`config.mk`:
```
export PLATFORM = sky130hd
export DESIGN_NAME = i8080_sys_ctrl_flat
export DESIGN_NICKNAME = d
export VERILOG_FILES = /design/src/rtl/i8080_pkg.sv /design/src/rtl/i8080_sys_ctrl_if.sv /design/src/rtl/i8080_wait_gen.sv /design/src/rtl/i8080_sys_ctrl.sv /design/src/flat_wrapper.sv
export SDC_FILE = /design/constraint.sdc
export NUM_CORES = 1
export LEC_CHECK = 0
export CORE_MARGIN = 2
export CORE_UTILIZATION = 43
export DETAILED_ROUTE_END_ITERATION = 12
export PLACE_DENSITY = 0.79
export SLEW_MARGIN = 20
export SYNTH_ARGS = -nofsm -noshare
export SYNTH_HDL_FRONTEND = slang
export SYNTH_SLANG_ARGS = --single-unit
```
`constraint.sdc`:
```
create_clock -name clk -period 2 [get_ports clk]
set_input_delay 0.2 -clock clk [delete_from_list [all_inputs] [get_ports clk]]
set_output_delay 0.2 -clock clk [all_outputs]
set_load 0.01 [all_outputs]
```
`src/rtl/i8080_pkg.sv`:
```
`default_nettype none
// ============================================================================
//  Module      : i8080_pkg
//  Description : Shared definitions for the i8080 system controller:
//                status-word bit positions, machine-cycle types, FSM states
//                and the status-word decoder.
//  Revision    : 1.0 - initial release
// ============================================================================
package i8080_pkg;

    // Bit positions inside the status word presented on the data bus at SYNC
    localparam int c_SB_INTA  = 0;
    localparam int c_SB_WO_N  = 1;
    localparam int c_SB_STACK = 2;
    localparam int c_SB_HLTA  = 3;
    localparam int c_SB_OUT   = 4;
    localparam int c_SB_M1    = 5;
    localparam int c_SB_INP   = 6;
    localparam int c_SB_MEMR  = 7;

    typedef enum logic [2:0] {
        CYC_NONE = 3'd0,
        CYC_MEMR = 3'd1,
        CYC_MEMW = 3'd2,
        CYC_INP  = 3'd3,
        CYC_OUT  = 3'd4,
        CYC_INTA = 3'd5,
        CYC_HLTA = 3'd6
    } cyc_t;

    typedef enum logic [1:0] {
        ST_IDLE  = 2'd0,
        ST_LATCH = 2'd1,
        ST_WAIT  = 2'd2,
        ST_XFER  = 2'd3
    } state_t;

    // Priority decode: INTA > HLTA > MEMR > INP > OUT > MEMW (WO_n low).
    // STACK and M1 only qualify a memory cycle and do not change its type.
    function automatic cyc_t decode_status(input logic [7:0] s);
        cyc_t c;
        if (s[c_SB_INTA])       c = CYC_INTA;
        else if (s[c_SB_HLTA])  c = CYC_HLTA;
        else if (s[c_SB_MEMR])  c = CYC_MEMR;
        else if (s[c_SB_INP])   c = CYC_INP;
        else if (s[c_SB_OUT])   c = CYC_OUT;
        else if (!s[c_SB_WO_N]) c = CYC_MEMW;
        else                    c = CYC_NONE;
        return c;
    endfunction

endpackage
`default_nettype wire

```
`src/rtl/i8080_sys_ctrl_if.sv`:
```
`default_nettype none
// ============================================================================
//  Module      : i8080_sys_ctrl_if
//  Description : CPU-side bus plus back-end request/response signals of the
//                i8080 system controller. 'slave' is the controller view,
//                'master' is the CPU / back-end view.
//  Revision    : 1.0 - initial release
// ============================================================================
interface i8080_sys_ctrl_if;
    // CPU side
    logic [15:0] cpu_addr;
    logic [7:0]  cpu_din;
    logic [7:0]  cpu_dout;
    logic        cpu_doe;
    logic        cpu_sync;
    logic        cpu_dbin;
    logic        cpu_write_n;
    logic        cpu_ready;
    // Back-end side
    logic [15:0] bk_addr;
    logic [7:0]  bk_wdata;
    logic        mem_rd;
    logic        mem_wr;
    logic        io_rd;
    logic        io_wr;
    logic [7:0]  bk_rdata;
    logic [7:0]  int_vector;
    logic        int_ack;
    logic        bus_err;

    modport slave (
        input  cpu_addr, cpu_din, cpu_sync, cpu_dbin, cpu_write_n, bk_rdata, int_vector,
        output cpu_dout, cpu_doe, cpu_ready, bk_addr, bk_wdata,
               mem_rd, mem_wr, io_rd, io_wr, int_ack, bus_err
    );

    modport master (
        output cpu_addr, cpu_din, cpu_sync, cpu_dbin, cpu_write_n, bk_rdata, int_vector,
        input  cpu_dout, cpu_doe, cpu_ready, bk_addr, bk_wdata,
               mem_rd, mem_wr, io_rd, io_wr, int_ack, bus_err
    );
endinterface
`default_nettype wire

```
`src/rtl/i8080_wait_gen.sv`:
```
`default_nettype none
// ============================================================================
//  Module      : i8080_wait_gen
//  Description : Loadable down-counter for READY wait-state insertion.
//                Loaded with WAIT_STATES on i_load; READY is high whenever
//                the count is zero, so READY is low for exactly WAIT_STATES
//                cycles after each load. Saturates at zero.
//  Revision    : 1.0 - initial release
// ============================================================================
module i8080_wait_gen #(
    parameter int WAIT_STATES = 1
) (
    input  wire  clk,
    input  wire  rst,
    input  wire  i_load,
    output logic o_ready
);

    localparam logic [3:0] c_LOAD = 4'(WAIT_STATES);

    logic [3:0] r_cnt;

    // Reload on every status latch, otherwise count down to zero and hold
    always_ff @(posedge clk or posedge rst) begin
        if (rst)                r_cnt <= 4'd0;
        else if (i_load)        r_cnt <= c_LOAD;
        else if (r_cnt != 4'd0) r_cnt <= r_cnt - 4'd1;
    end

    assign o_ready = (r_cnt == 4'd0);

endmodule
`default_nettype wire

```
`src/rtl/i8080_sys_ctrl.sv`:
```
`default_nettype none
// ============================================================================
//  Module      : i8080_sys_ctrl
//  Description : Responder end of the i8080 CPU bus. Latches the status word
//                on SYNC, decodes the machine cycle, generates READY with
//                WAIT_STATES wait cycles, issues one-cycle memory/IO strobes
//                and returns read data or the interrupt vector under DBIN.
//  Options     : SYS_CTRL_BUS_ERR_EN - enables the sticky bus_err protocol
//                checker (sync outside IDLE, DBIN with WRITE_n low, write in
//                a read/INTA cycle). Undefined: bus_err tied low.
//  Revision    : 1.0 - initial release
// ============================================================================
module i8080_sys_ctrl
    import i8080_pkg::*;
#(
    parameter int WAIT_STATES = 1
) (
    input  wire             clk,
    input  wire             rst,
    i8080_sys_ctrl_if.slave bus
);

    if (WAIT_STATES < 0 || WAIT_STATES > 15) begin : g_ws_range_err
        $error("i8080_sys_ctrl: WAIT_STATES must be in 0..15");
    end

    state_t      r_state;
    cyc_t        r_cyc;
    logic [15:0] r_addr;
    logic [7:0]  r_wdata;
    logic [7:0]  r_rd_buf;
    logic        r_mem_rd;
    logic        r_io_rd;
    logic        r_mem_wr;
    logic        r_io_wr;
    logic        r_int_ack;
    logic        r_rd_pend;   // back-end data is valid on bk_rdata this cycle
    logic        r_seen;      // a dbin or write phase has been observed
    logic        r_wr_done;   // write strobe already issued in this bus cycle

    logic        w_ready;
    cyc_t        w_dec;
    logic        w_active;
    logic        w_is_rd;
    logic        w_is_wr;
    logic        w_is_inta;
    logic        w_wr_allow;
    logic        w_wr_fire;

    i8080_wait_gen #(
        .WAIT_STATES (WAIT_STATES)
    ) u_wait_gen (
        .clk     (clk),
        .rst     (rst),
        .i_load  (bus.cpu_sync),
        .o_ready (w_ready)
    );

    assign w_dec     = decode_status(bus.cpu_din);
    assign w_active  = (r_state == ST_WAIT) || (r_state == ST_XFER);
    assign w_is_rd   = (r_cyc == CYC_MEMR) || (r_cyc == CYC_INP);
    assign w_is_wr   = (r_cyc == CYC_MEMW) || (r_cyc == CYC_OUT);
    assign w_is_inta = (r_cyc == CYC_INTA);
    assign w_wr_fire = w_active && w_is_wr && !bus.cpu_write_n && !r_wr_done && w_wr_allow;

    // Bus-cycle FSM with registered strobes; SYNC in any state restarts the cycle
    always_ff @(posedge clk or posedge rst) begin
        if (rst) begin
            r_state   <= ST_IDLE;
            r_cyc     <= CYC_NONE;
            r_addr    <= 16'h0000;
            r_wdata   <= 8'h00;
            r_rd_buf  <= 8'h00;
            r_mem_rd  <= 1'b0;
            r_io_rd   <= 1'b0;
            r_mem_wr  <= 1'b0;
            r_io_wr   <= 1'b0;
            r_int_ack <= 1'b0;
            r_rd_pend <= 1'b0;
            r_seen    <= 1'b0;
            r_wr_done <= 1'b0;
        end else begin
            r_mem_rd  <= 1'b0;
            r_io_rd   <= 1'b0;
            r_mem_wr  <= 1'b0;
            r_io_wr   <= 1'b0;
            r_int_ack <= 1'b0;
            r_rd_pend <= r_mem_rd || r_io_rd;
            if (r_rd_pend) r_rd_buf <= bus.bk_rdata;

            if (bus.cpu_sync) begin
                r_state   <= ST_LATCH;
                r_cyc     <= w_dec;
                r_addr    <= bus.cpu_addr;
                r_int_ack <= (w_dec == CYC_INTA);
                r_rd_pend <= 1'b0;
                r_seen    <= 1'b0;
                r_wr_done <= 1'b0;
            end else begin
                if (w_active && (bus.cpu_dbin || !bus.cpu_write_n)) r_seen <= 1'b1;
                if (w_wr_fire) begin
                    r_wdata   <= bus.cpu_din;
                    r_mem_wr  <= (r_cyc == CYC_MEMW);
                    r_io_wr   <= (r_cyc == CYC_OUT);
                    r_wr_done <= 1'b1;
                end
                case (r_state)
                    ST_IDLE:  r_state <= ST_IDLE;
                    ST_LATCH: begin
                        r_mem_rd <= (r_cyc == CYC_MEMR);
                        r_io_rd  <= (r_cyc == CYC_INP);
                        r_state  <= ST_WAIT;
                    end
                    ST_WAIT:  if (w_ready) r_state <= ST_XFER;
                    ST_XFER:  if (r_seen && !bus.cpu_dbin && bus.cpu_write_n) r_state <= ST_IDLE;
                    default:  r_state <= ST_IDLE;
                endcase
            end
        end
    end

`ifdef SYS_CTRL_BUS_ERR_EN
    logic r_bus_err;

    // Sticky protocol-violation flag
    always_ff @(posedge clk or posedge rst) begin
        if (rst) begin
            r_bus_err <= 1'b0;
        end else if ((bus.cpu_sync && r_state != ST_IDLE) ||
                     (bus.cpu_dbin && !bus.cpu_write_n) ||
                     (!bus.cpu_write_n && r_state != ST_IDLE && (w_is_rd || w_is_inta))) begin
            r_bus_err <= 1'b1;
        end
    end

    assign bus.bus_err = r_bus_err;
    assign w_wr_allow  = !bus.cpu_dbin;   // a write colliding with dbin is dropped
`else
    assign bus.bus_err = 1'b0;
    assign w_wr_allow  = 1'b1;
`endif

    assign bus.cpu_ready = w_ready;
    assign bus.cpu_doe   = bus.cpu_dbin && w_active && (w_is_rd || w_is_inta);
    assign bus.cpu_dout  = w_is_inta ? bus.int_vector : r_rd_buf;
    assign bus.bk_addr   = r_addr;
    assign bus.bk_wdata  = r_wdata;
    assign bus.mem_rd    = r_mem_rd;
    assign bus.mem_wr    = r_mem_wr;
    assign bus.io_rd     = r_io_rd;
    assign bus.io_wr     = r_io_wr;
    assign bus.int_ack   = r_int_ack;

endmodule
`default_nettype wire

```
`src/flat_wrapper.sv`:
```
// flat-port wrapper written by rule: the top's interface ports become plain ports
module i8080_sys_ctrl_flat import i8080_pkg::*;
#(
    parameter int WAIT_STATES = 1
)
  (clk, rst, bus_cpu_addr, bus_cpu_din, bus_cpu_sync, bus_cpu_dbin, bus_cpu_write_n, bus_bk_rdata, bus_int_vector, bus_cpu_dout, bus_cpu_doe, bus_cpu_ready, bus_bk_addr, bus_bk_wdata, bus_mem_rd, bus_mem_wr, bus_io_rd, bus_io_wr, bus_int_ack, bus_bus_err);
  i8080_sys_ctrl_if bus_i ();
  input  wire clk;
  input  wire rst;
  input wire logic [$bits(bus_i.cpu_addr)-1:0] bus_cpu_addr;
  input wire logic [$bits(bus_i.cpu_din)-1:0] bus_cpu_din;
  input wire logic [$bits(bus_i.cpu_sync)-1:0] bus_cpu_sync;
  input wire logic [$bits(bus_i.cpu_dbin)-1:0] bus_cpu_dbin;
  input wire logic [$bits(bus_i.cpu_write_n)-1:0] bus_cpu_write_n;
  input wire logic [$bits(bus_i.bk_rdata)-1:0] bus_bk_rdata;
  input wire logic [$bits(bus_i.int_vector)-1:0] bus_int_vector;
  output wire logic [$bits(bus_i.cpu_dout)-1:0] bus_cpu_dout;
  output wire logic [$bits(bus_i.cpu_doe)-1:0] bus_cpu_doe;
  output wire logic [$bits(bus_i.cpu_ready)-1:0] bus_cpu_ready;
  output wire logic [$bits(bus_i.bk_addr)-1:0] bus_bk_addr;
  output wire logic [$bits(bus_i.bk_wdata)-1:0] bus_bk_wdata;
  output wire logic [$bits(bus_i.mem_rd)-1:0] bus_mem_rd;
  output wire logic [$bits(bus_i.mem_wr)-1:0] bus_mem_wr;
  output wire logic [$bits(bus_i.io_rd)-1:0] bus_io_rd;
  output wire logic [$bits(bus_i.io_wr)-1:0] bus_io_wr;
  output wire logic [$bits(bus_i.int_ack)-1:0] bus_int_ack;
  output wire logic [$bits(bus_i.bus_err)-1:0] bus_bus_err;
  assign bus_i.cpu_addr = bus_cpu_addr;
  assign bus_i.cpu_din = bus_cpu_din;
  assign bus_i.cpu_sync = bus_cpu_sync;
  assign bus_i.cpu_dbin = bus_cpu_dbin;
  assign bus_i.cpu_write_n = bus_cpu_write_n;
  assign bus_i.bk_rdata = bus_bk_rdata;
  assign bus_i.int_vector = bus_int_vector;
  assign bus_cpu_dout = bus_i.cpu_dout;
  assign bus_cpu_doe = bus_i.cpu_doe;
  assign bus_cpu_ready = bus_i.cpu_ready;
  assign bus_bk_addr = bus_i.bk_addr;
  assign bus_bk_wdata = bus_i.bk_wdata;
  assign bus_mem_rd = bus_i.mem_rd;
  assign bus_mem_wr = bus_i.mem_wr;
  assign bus_io_rd = bus_i.io_rd;
  assign bus_io_wr = bus_i.io_wr;
  assign bus_int_ack = bus_i.int_ack;
  assign bus_bus_err = bus_i.bus_err;
  i8080_sys_ctrl #(.WAIT_STATES(WAIT_STATES)) u_core (.clk(clk), .rst(rst), .bus(bus_i));
endmodule
```
==> impl_summary.log, run 1 <==
INFO  metric arrival = around 1700 ps
INFO  metric critical-path-slowest-cell = sky130_fd_sc_hd__dfrtp_1
INFO  metric dp_worst_setup_slack = about 24 ps
INFO  metric cp_peak_stage_delay = 400 ps
INFO  metric status = finished, final reports clean
INFO  metric clock_slew_seen_by_the_registers_of_the_worst_setup_and_hold_paths = 90 ps
INFO  metric post-dp-hpwl = 2990 µm
INFO  metric path_cells = inv_1, ha_1, or3b_4, inv_2, clkdlybuf4s15_2
INFO  metric critical_path.endpoint_type = primary output
INFO  metric cts_hold_repair.buffers = 0
INFO  metric final_critical_path_setup_slack = approximately 140 ps
INFO  metric area_growth_syn_to_layout = 49.6%
INFO  metric port_buffers = 83
INFO  metric boundaryPins = between 80 and 90
INFO  metric period_needed = 1860 ps
INFO  metric timing_worst_setup_path_type = reg -> out
INFO  metric htree_levels = 2
INFO  metric critical_path.reg2reg.startpoint = u_core.u_wait_gen.r_cnt[1]
INFO  metric routabilityCongestion = 0.792
INFO  metric avgRoutedWirePerCell = 13.0 µm
INFO  metric timing_max_transition_violations_final = 0
INFO  metric grt_remaining_overflow = 0
INFO  metric post-layout-total-power = 0.00321 W
INFO  metric clock-root-buffer = sky130_fd_sc_hd__clkbuf_8
INFO  metric max_cap_viol_count = 0
INFO  metric total_leakage_power = around 1.5 nW
INFO  metric post_drt_via_cell_ratio = roughly 4.8
INFO  metric synth_cells = 165
INFO  metric drt_pass1_iterations = 4
INFO  metric mappedNetlistNets = 215
INFO  metric synth_cell_types = 32
INFO  metric rsz_0062_raised_after_global_routing = no
INFO  metric synth-warning-count = 0
INFO  metric worst_setup_path_startpoint = u_core.u_wait_gen.r_cnt[1]
INFO  metric design.core.area = approximately 4800 µm²
INFO  metric fp-row-count = 25
INFO  metric grt_first_pass_wirelength = 6710 µm
INFO  metric place.detailed.instances = 314
INFO  metric clkSinkCount = 49
INFO  metric grt_antenna_before_repair = 0
INFO  metric postSynthRegisterBits = between 40 and 50
INFO  metric finish.net_count = about 310
INFO  metric max_freq = 0.538 GHz
INFO  metric fin_hold_viols = 0
INFO  metric power-per-cell-area = between 900 and 1000 nW/µm²
INFO  metric critPathBufInv = 3
INFO  metric crit_path_max_fanout = 3
INFO  metric start_kind = flip-flop
INFO  metric min-delay-path-class = in -> async
INFO  metric maximum_number_of_pins_on_one_net_before_global_route_repair = 50
INFO  metric max_buffers_root_to_sink = 2
INFO  metric critPathTopFamily = buffers and inverters
INFO  metric instances_no_fill = 325
INFO  metric start_util = 45.1%
INFO  metric required = 1800 ps
INFO  metric wirelength = 4220 µm
INFO  metric setup_viol = 0
INFO  metric synth_area = 2160 µm²
INFO  metric ant_nets = 0
INFO  metric average_size_of_a_mapped_cell = 13.1 µm²
INFO  metric antenna-diode-count = 0
INFO  metric vias = 1561
INFO  metric cts_inserted_buffers = 5
INFO  metric fin_setup_tns = 0 ps
INFO  metric power.ir.vdd_worst = 0.459 mV
INFO  metric drt_first_iter_violations = 45
INFO  metric synth_sequential_area_ratio = a little under three fifths
INFO  metric residual_drc_count = 0
INFO  metric tritoncts = yes
INFO  metric fin_crit_sh = 92.9%
INFO  metric postLayoutCoreUtil = about two thirds
INFO  metric die_h = 74.8 µm
INFO  metric vias_in_the_first_global_route = 1538
INFO  metric design.die.area = 5600 µm²
INFO  metric fp.dieW = 74.8 µm
INFO  metric clock-skew-final = ~7.5 ps
INFO  metric grt_usage = approximately 16%
INFO  metric drive_above_1_share = 25.2%
INFO  metric clock_latency = 300 ps
-- power breakdown --
| part | internal, W | total (W) | switching [W] | leakage (nW) |
|---|---|---|---|---|
| sequential | 0.00125 | 0.00139 | 0.000146 | 0.604 |
| clock | 0.000246 | 0.000560 | 0.000314 | 0.0374 |
| combinational | 0.000802 | 0.00126 | 0.000454 | 0.830 |
-- area by class of cell --
type	count	area, µm²
flip-flops and latches	49	1230
multi-input cells	98	862
well taps	67	83.8
inverters	11	41.3
clock buffers	6	72.6
repair buffers	92	927
clock inverters	2	15.0
fillers	392	1560
-- repair_timing --
| item | in CTS | in global routing |
|---|---|---|
| cloned | 0 | 0 |
| setup buffers | 3 | 0 |
| endpoints found under the setup margin | 10 | 10 |
| gates resized for setup | 7 | 13 |
| endpoints found under the hold margin | 0 | 0 |
-- path summary, 6_finish.rpt --
check	end	slack (ps)	cells after the start
worst max-delay path	bus_cpu_ready	140	5
worst min-delay path	u_core.r_cyc[0]	250	3
worst max register to register	u_core.r_state[1]	240	6
worst min register to register	u_core.bus.mem_wr	490	1
max in group asynchronous	u_core.r_cyc[1]	1530	3
min in group clk	u_core.bus.mem_wr	490	1
-- sequential cells by signal, indices dropped and copies added (netlist names), 2 cells and up --
signal	count
u_core.bus.bk_addr	16
u_core.r_rd_buf	8
u_core.r_cyc	3
u_core.bus.bk_wdata	8
u_core.u_wait_gen.r_cnt	4
u_core.r_state	2
-- cells by family after synthesis --
kind of cell             Yosys count  share of synthesized area, %
AO/OA/AOI/OAI                     15                          4.70
XOR/XNOR                           3                          1.22
adder cells (fa/ha/maj)            5                          2.90
buffers and inverters             18                          3.59
flip-flops                        49                          56.8
multiplexers                      42                          23.2
other                              1                         0.174
AND/OR/NAND/NOR                   32                          7.36
-- layer usage --
layer	wire length [µm]	track usage (%)
met1	1840	19.1
met2	1970	26.6
met3	337	4.02
met4	73	7.34
met5	0	0
-- cell usage in the layout (no fill, tap or decap), types with 2 or more instances in the layout --
cell type	count
sky130_fd_sc_hd__clkbuf_8	5
sky130_fd_sc_hd__clkdlybuf4s50_1	73
sky130_fd_sc_hd__ha_1	5
sky130_fd_sc_hd__inv_2	2
sky130_fd_sc_hd__inv_1	9
sky130_fd_sc_hd__a211oi_1	2
sky130_fd_sc_hd__nand2b_1	2
sky130_fd_sc_hd__nor2_1	15
sky130_fd_sc_hd__dfrtp_1	48
sky130_fd_sc_hd__a21oi_1	5
sky130_fd_sc_hd__nand2_1	4
sky130_fd_sc_hd__nor3_1	3
sky130_fd_sc_hd__clkinvlp_4	2
sky130_fd_sc_hd__dlymetal6s2s_1	7
sky130_fd_sc_hd__o22ai_1	2
sky130_fd_sc_hd__mux2_4	8
sky130_fd_sc_hd__xnor2_1	3
sky130_fd_sc_hd__buf_4	7
sky130_fd_sc_hd__mux2_2	33
-- worst register-to-register path, cell delays in order, from the launching register on --
cell and delay, ps:
sky130_fd_sc_hd__dfrtp_1 400, sky130_fd_sc_hd__inv_1 90, sky130_fd_sc_hd__ha_1 160, sky130_fd_sc_hd__or3b_4 390
sky130_fd_sc_hd__buf_4 160, sky130_fd_sc_hd__a22oi_2 110, sky130_fd_sc_hd__mux2_2 340
-- synthesized netlist by cell type --
cell type | n | area, µm²
sky130_fd_sc_hd__nand2_1 | 4 | 15.0
sky130_fd_sc_hd__mux2_2 | 33 | 372
sky130_fd_sc_hd__and2_1 | 1 | 6.26
sky130_fd_sc_hd__nand4bb_1 | 1 | 11.3
sky130_fd_sc_hd__mux2i_1 | 1 | 10.0
sky130_fd_sc_hd__o21ba_2 | 1 | 10.0
sky130_fd_sc_hd__mux2_4 | 8 | 120
sky130_fd_sc_hd__a22oi_1 | 1 | 7.51
sky130_fd_sc_hd__a31oi_1 | 1 | 6.26
sky130_fd_sc_hd__o21bai_1 | 1 | 7.51
sky130_fd_sc_hd__or4_1 | 1 | 7.51
sky130_fd_sc_hd__nand3_1 | 1 | 5.00
sky130_fd_sc_hd__nor3_1 | 3 | 15.0
sky130_fd_sc_hd__a211o_1 | 1 | 8.76
sky130_fd_sc_hd__o22ai_1 | 2 | 12.5
sky130_fd_sc_hd__a21oi_1 | 5 | 25.0
sky130_fd_sc_hd__nor3b_1 | 1 | 7.51
sky130_fd_sc_hd__buf_2 | 2 | 10.0
sky130_fd_sc_hd__inv_1 | 11 | 41.3
sky130_fd_sc_hd__buf_4 | 2 | 15.0
sky130_fd_sc_hd__conb_1 | 1 | 3.75
sky130_fd_sc_hd__nand3b_1 | 1 | 7.51
sky130_fd_sc_hd__nand2b_1 | 2 | 12.5
sky130_fd_sc_hd__clkbuf_1 | 3 | 11.3
sky130_fd_sc_hd__nor4_1 | 1 | 6.26
sky130_fd_sc_hd__o31a_1 | 1 | 8.76
sky130_fd_sc_hd__dfrtp_1 | 49 | 1230
sky130_fd_sc_hd__xnor2_1 | 3 | 26.3
sky130_fd_sc_hd__or3b_2 | 1 | 8.76
sky130_fd_sc_hd__nor2_1 | 15 | 56.3
sky130_fd_sc_hd__a211oi_1 | 2 | 15.0
sky130_fd_sc_hd__ha_1 | 5 | 62.6
-- through the flow --
step	hold WS [ps]	instance area (µm²)
2_1_floorplan	334	2160
3_3_place_gp	462	3090
3_5_place_dp	465	3090
4_1_cts	254	3210
5_1_grt	297	3230
6_report	246	3230
No activity file was read; power rests on OpenSTA's default activity.
==> run 2: changes to the inputs <==
- CORE_MARGIN: 2 -> 3
==> run 2 against run 1 <==
Sequential power hardly changed. Total power is 4.9% higher. Wire length is 5.2% higher. Sequential share of layout area is 0.22 points lower. Flip-flop and latch count stayed put. Worst setup slack worse by 64 ps. Non-clock buffer count is 1 higher. Clock power is 29% higher. First-iteration DRC count is 56% higher. Critical path depth is 2 lower. Cell area is 0.70% higher.
==> impl_summary.log, run 2 (synthesis results as in run 1) <==
INFO  metric residual_drc_count = 0
INFO  metric power.ir.vdd_worst = 0.533 mV
INFO  metric grt_first_pass_wirelength = 7520 µm
INFO  metric wirelength = about 4400 µm
INFO  metric fp.dieW = between 70 and 80 µm
INFO  metric start_util = 45.1%
INFO  metric period_needed = 1920 ps
INFO  metric met2_wirelength = 2080 µm
INFO  metric filler_cell_count = 370
INFO  metric clock-root-buffer = sky130_fd_sc_hd__clkbuf_8
INFO  metric clkSinkCount = 49
INFO  metric critical_path.endpoint_type = primary output
INFO  metric htree_levels = 2
INFO  metric arrival = approximately 1700 ps
INFO  metric met3RoutedLength = slightly above 400 µm
INFO  metric port_buffers = 83
INFO  metric critPathTopFamily = buffers and inverters
INFO  metric max_buffers_root_to_sink = 2
INFO  metric min-delay-path-class = in -> async
INFO  metric top_layer = met4
INFO  metric vias_in_the_first_global_route = 1582
INFO  metric grt_usage = 16.0%
INFO  metric total_leakage_power = approximately 1.4 nW
INFO  metric crit_path_max_fanout = 8
INFO  metric final_cell_mix = 80 x sky130_fd_sc_hd__clkdlybuf4s50_1, 47 x sky130_fd_sc_hd__dfrtp_1, 33 x sky130_fd_sc_hd__mux2_2
INFO  metric fp-row-count = 25
INFO  metric antenna-diode-count = 0
INFO  metric flip_flop_count_of_the_largest_register_all_copies_and_words_added = 16
INFO  metric critical-path-slowest-cell = sky130_fd_sc_hd__clkdlybuf4s50_1
INFO  metric clock_latency = roughly 300 ps
INFO  metric timing_worst_setup_path_type = reg -> out
INFO  metric fin_crit_sh = 96.0%
INFO  metric boundaryPins = 85
INFO  metric area_growth_syn_to_layout = 50.7%
INFO  metric fin_setup_tns = 0 ps
INFO  metric power-per-cell-area = 1040 nW/µm²
INFO  metric cp_peak_stage_delay = 470 ps
INFO  metric path_cells = nand3_4, mux2_2, clkdlybuf4s50_1
INFO  metric required = around 1800 ps
INFO  metric max_cap_viol_count = 0
INFO  metric postLayoutCoreUtil = 67.9%
INFO  metric status = finished, final reports clean
INFO  metric ant_nets = 0
INFO  metric drive_above_1_share = 25.5%
INFO  metric fin_hold_viols = 0
INFO  metric die_h = between 70 and 80 µm
INFO  metric setup_viol = 0
INFO  metric drt_first_iter_violations = 70
INFO  metric design.die.area = 5910 µm²
INFO  metric design.core.area = 4790 µm²
INFO  metric max_freq = 0.521 GHz
INFO  metric grt_antenna_before_repair = 0
INFO  metric grt_remaining_overflow = 0
INFO  metric post_drt_via_cell_ratio = 4.67
INFO  metric drt_pass1_iterations = 4
INFO  metric critPathBufInv = 1
INFO  metric clock_slew_seen_by_the_registers_of_the_worst_setup_and_hold_paths = roughly 90 ps
INFO  metric rsz_0062_raised_after_global_routing = no
INFO  metric start_kind = flip-flop
INFO  metric final_common_cell = sky130_fd_sc_hd__clkdlybuf4s50_1
INFO  metric post-dp-hpwl = 3340 µm
INFO  metric avgRoutedWirePerCell = 13.6 µm
INFO  metric clock-skew-final = 6.33 ps
INFO  metric routabilityCongestion = 0.815
INFO  metric wl_met1 = 1920 µm
INFO  metric finish.net_count = 308
INFO  metric tritoncts = yes
INFO  metric cts_inserted_buffers = 5
INFO  metric maximum_number_of_pins_on_one_net_before_global_route_repair = 24
INFO  metric timing_max_transition_violations_final = 0
INFO  metric vias = between 1.5k and 2k
## run 2: path summary, 6_finish.rpt
check	from	end	slack [ps]	cells after the start
worst max register to register	u_core.u_wait_gen.r_cnt[1]	u_core.r_state[1]	130	6
worst min-delay path	rst	u_core.bus.int_ack	200	2
min in group clk	u_core.r_wr_done	u_core.bus.mem_wr	500	1
worst max-delay path	u_core.r_cyc[0]	bus_cpu_dout[5]	80	3
worst min register to register	u_core.r_wr_done	u_core.bus.mem_wr	500	1
max in group asynchronous	rst	u_core.r_rd_buf[2]	1300	3
## run 2: through the flow
stage	cells	hold slack, ps	setup WS (ps)	total power (W)	cell area, µm²
final	326	204	79.2	0.00337	3250
after global routing	326	233	4.79	0.00357	3250
after CTS	324	218	4.50	0.00340	3240
after detailed placement	316	483	65.2	0.00268	3110
after global placement	316	475	111	0.00265	3110
after floorplan	165	334	281	0.00207	2160
## run 2: layout make-up
cell class              instances  area [µm²]  share of cell area, %
flip-flops and latches         49        1230                   37.8
repair buffers                 93         915                   28.1
multi-input cells              98         867                   26.7
clock buffers                   7        86.3                   2.65
well taps                      67        83.8                   2.58
inverters                      11        41.3                   1.27
clock inverters                 1        30.0                  0.923
## run 2: routing by layer
metal	track usage [%]	up-vias
li1	-	749
met1	18.9	710
met2	26.8	57
met4	3.80	0
met3	7.04	5
met5	0	-
## run 2: where the power goes
part           switching, W  leakage [nW]  internal, W
Clock              0.000313        0.0585     0.000408
Combinational      0.000449         0.777     0.000801
Sequential         0.000149         0.604      0.00125
## run 2: timing repair
item                       CTS  global route
gates resized for setup      4             6
hold endpoints to repair     0             0
hold buffers                 0             0
setup endpoints to repair   10             9
pin swaps                    0             1
buffers inserted             0             2
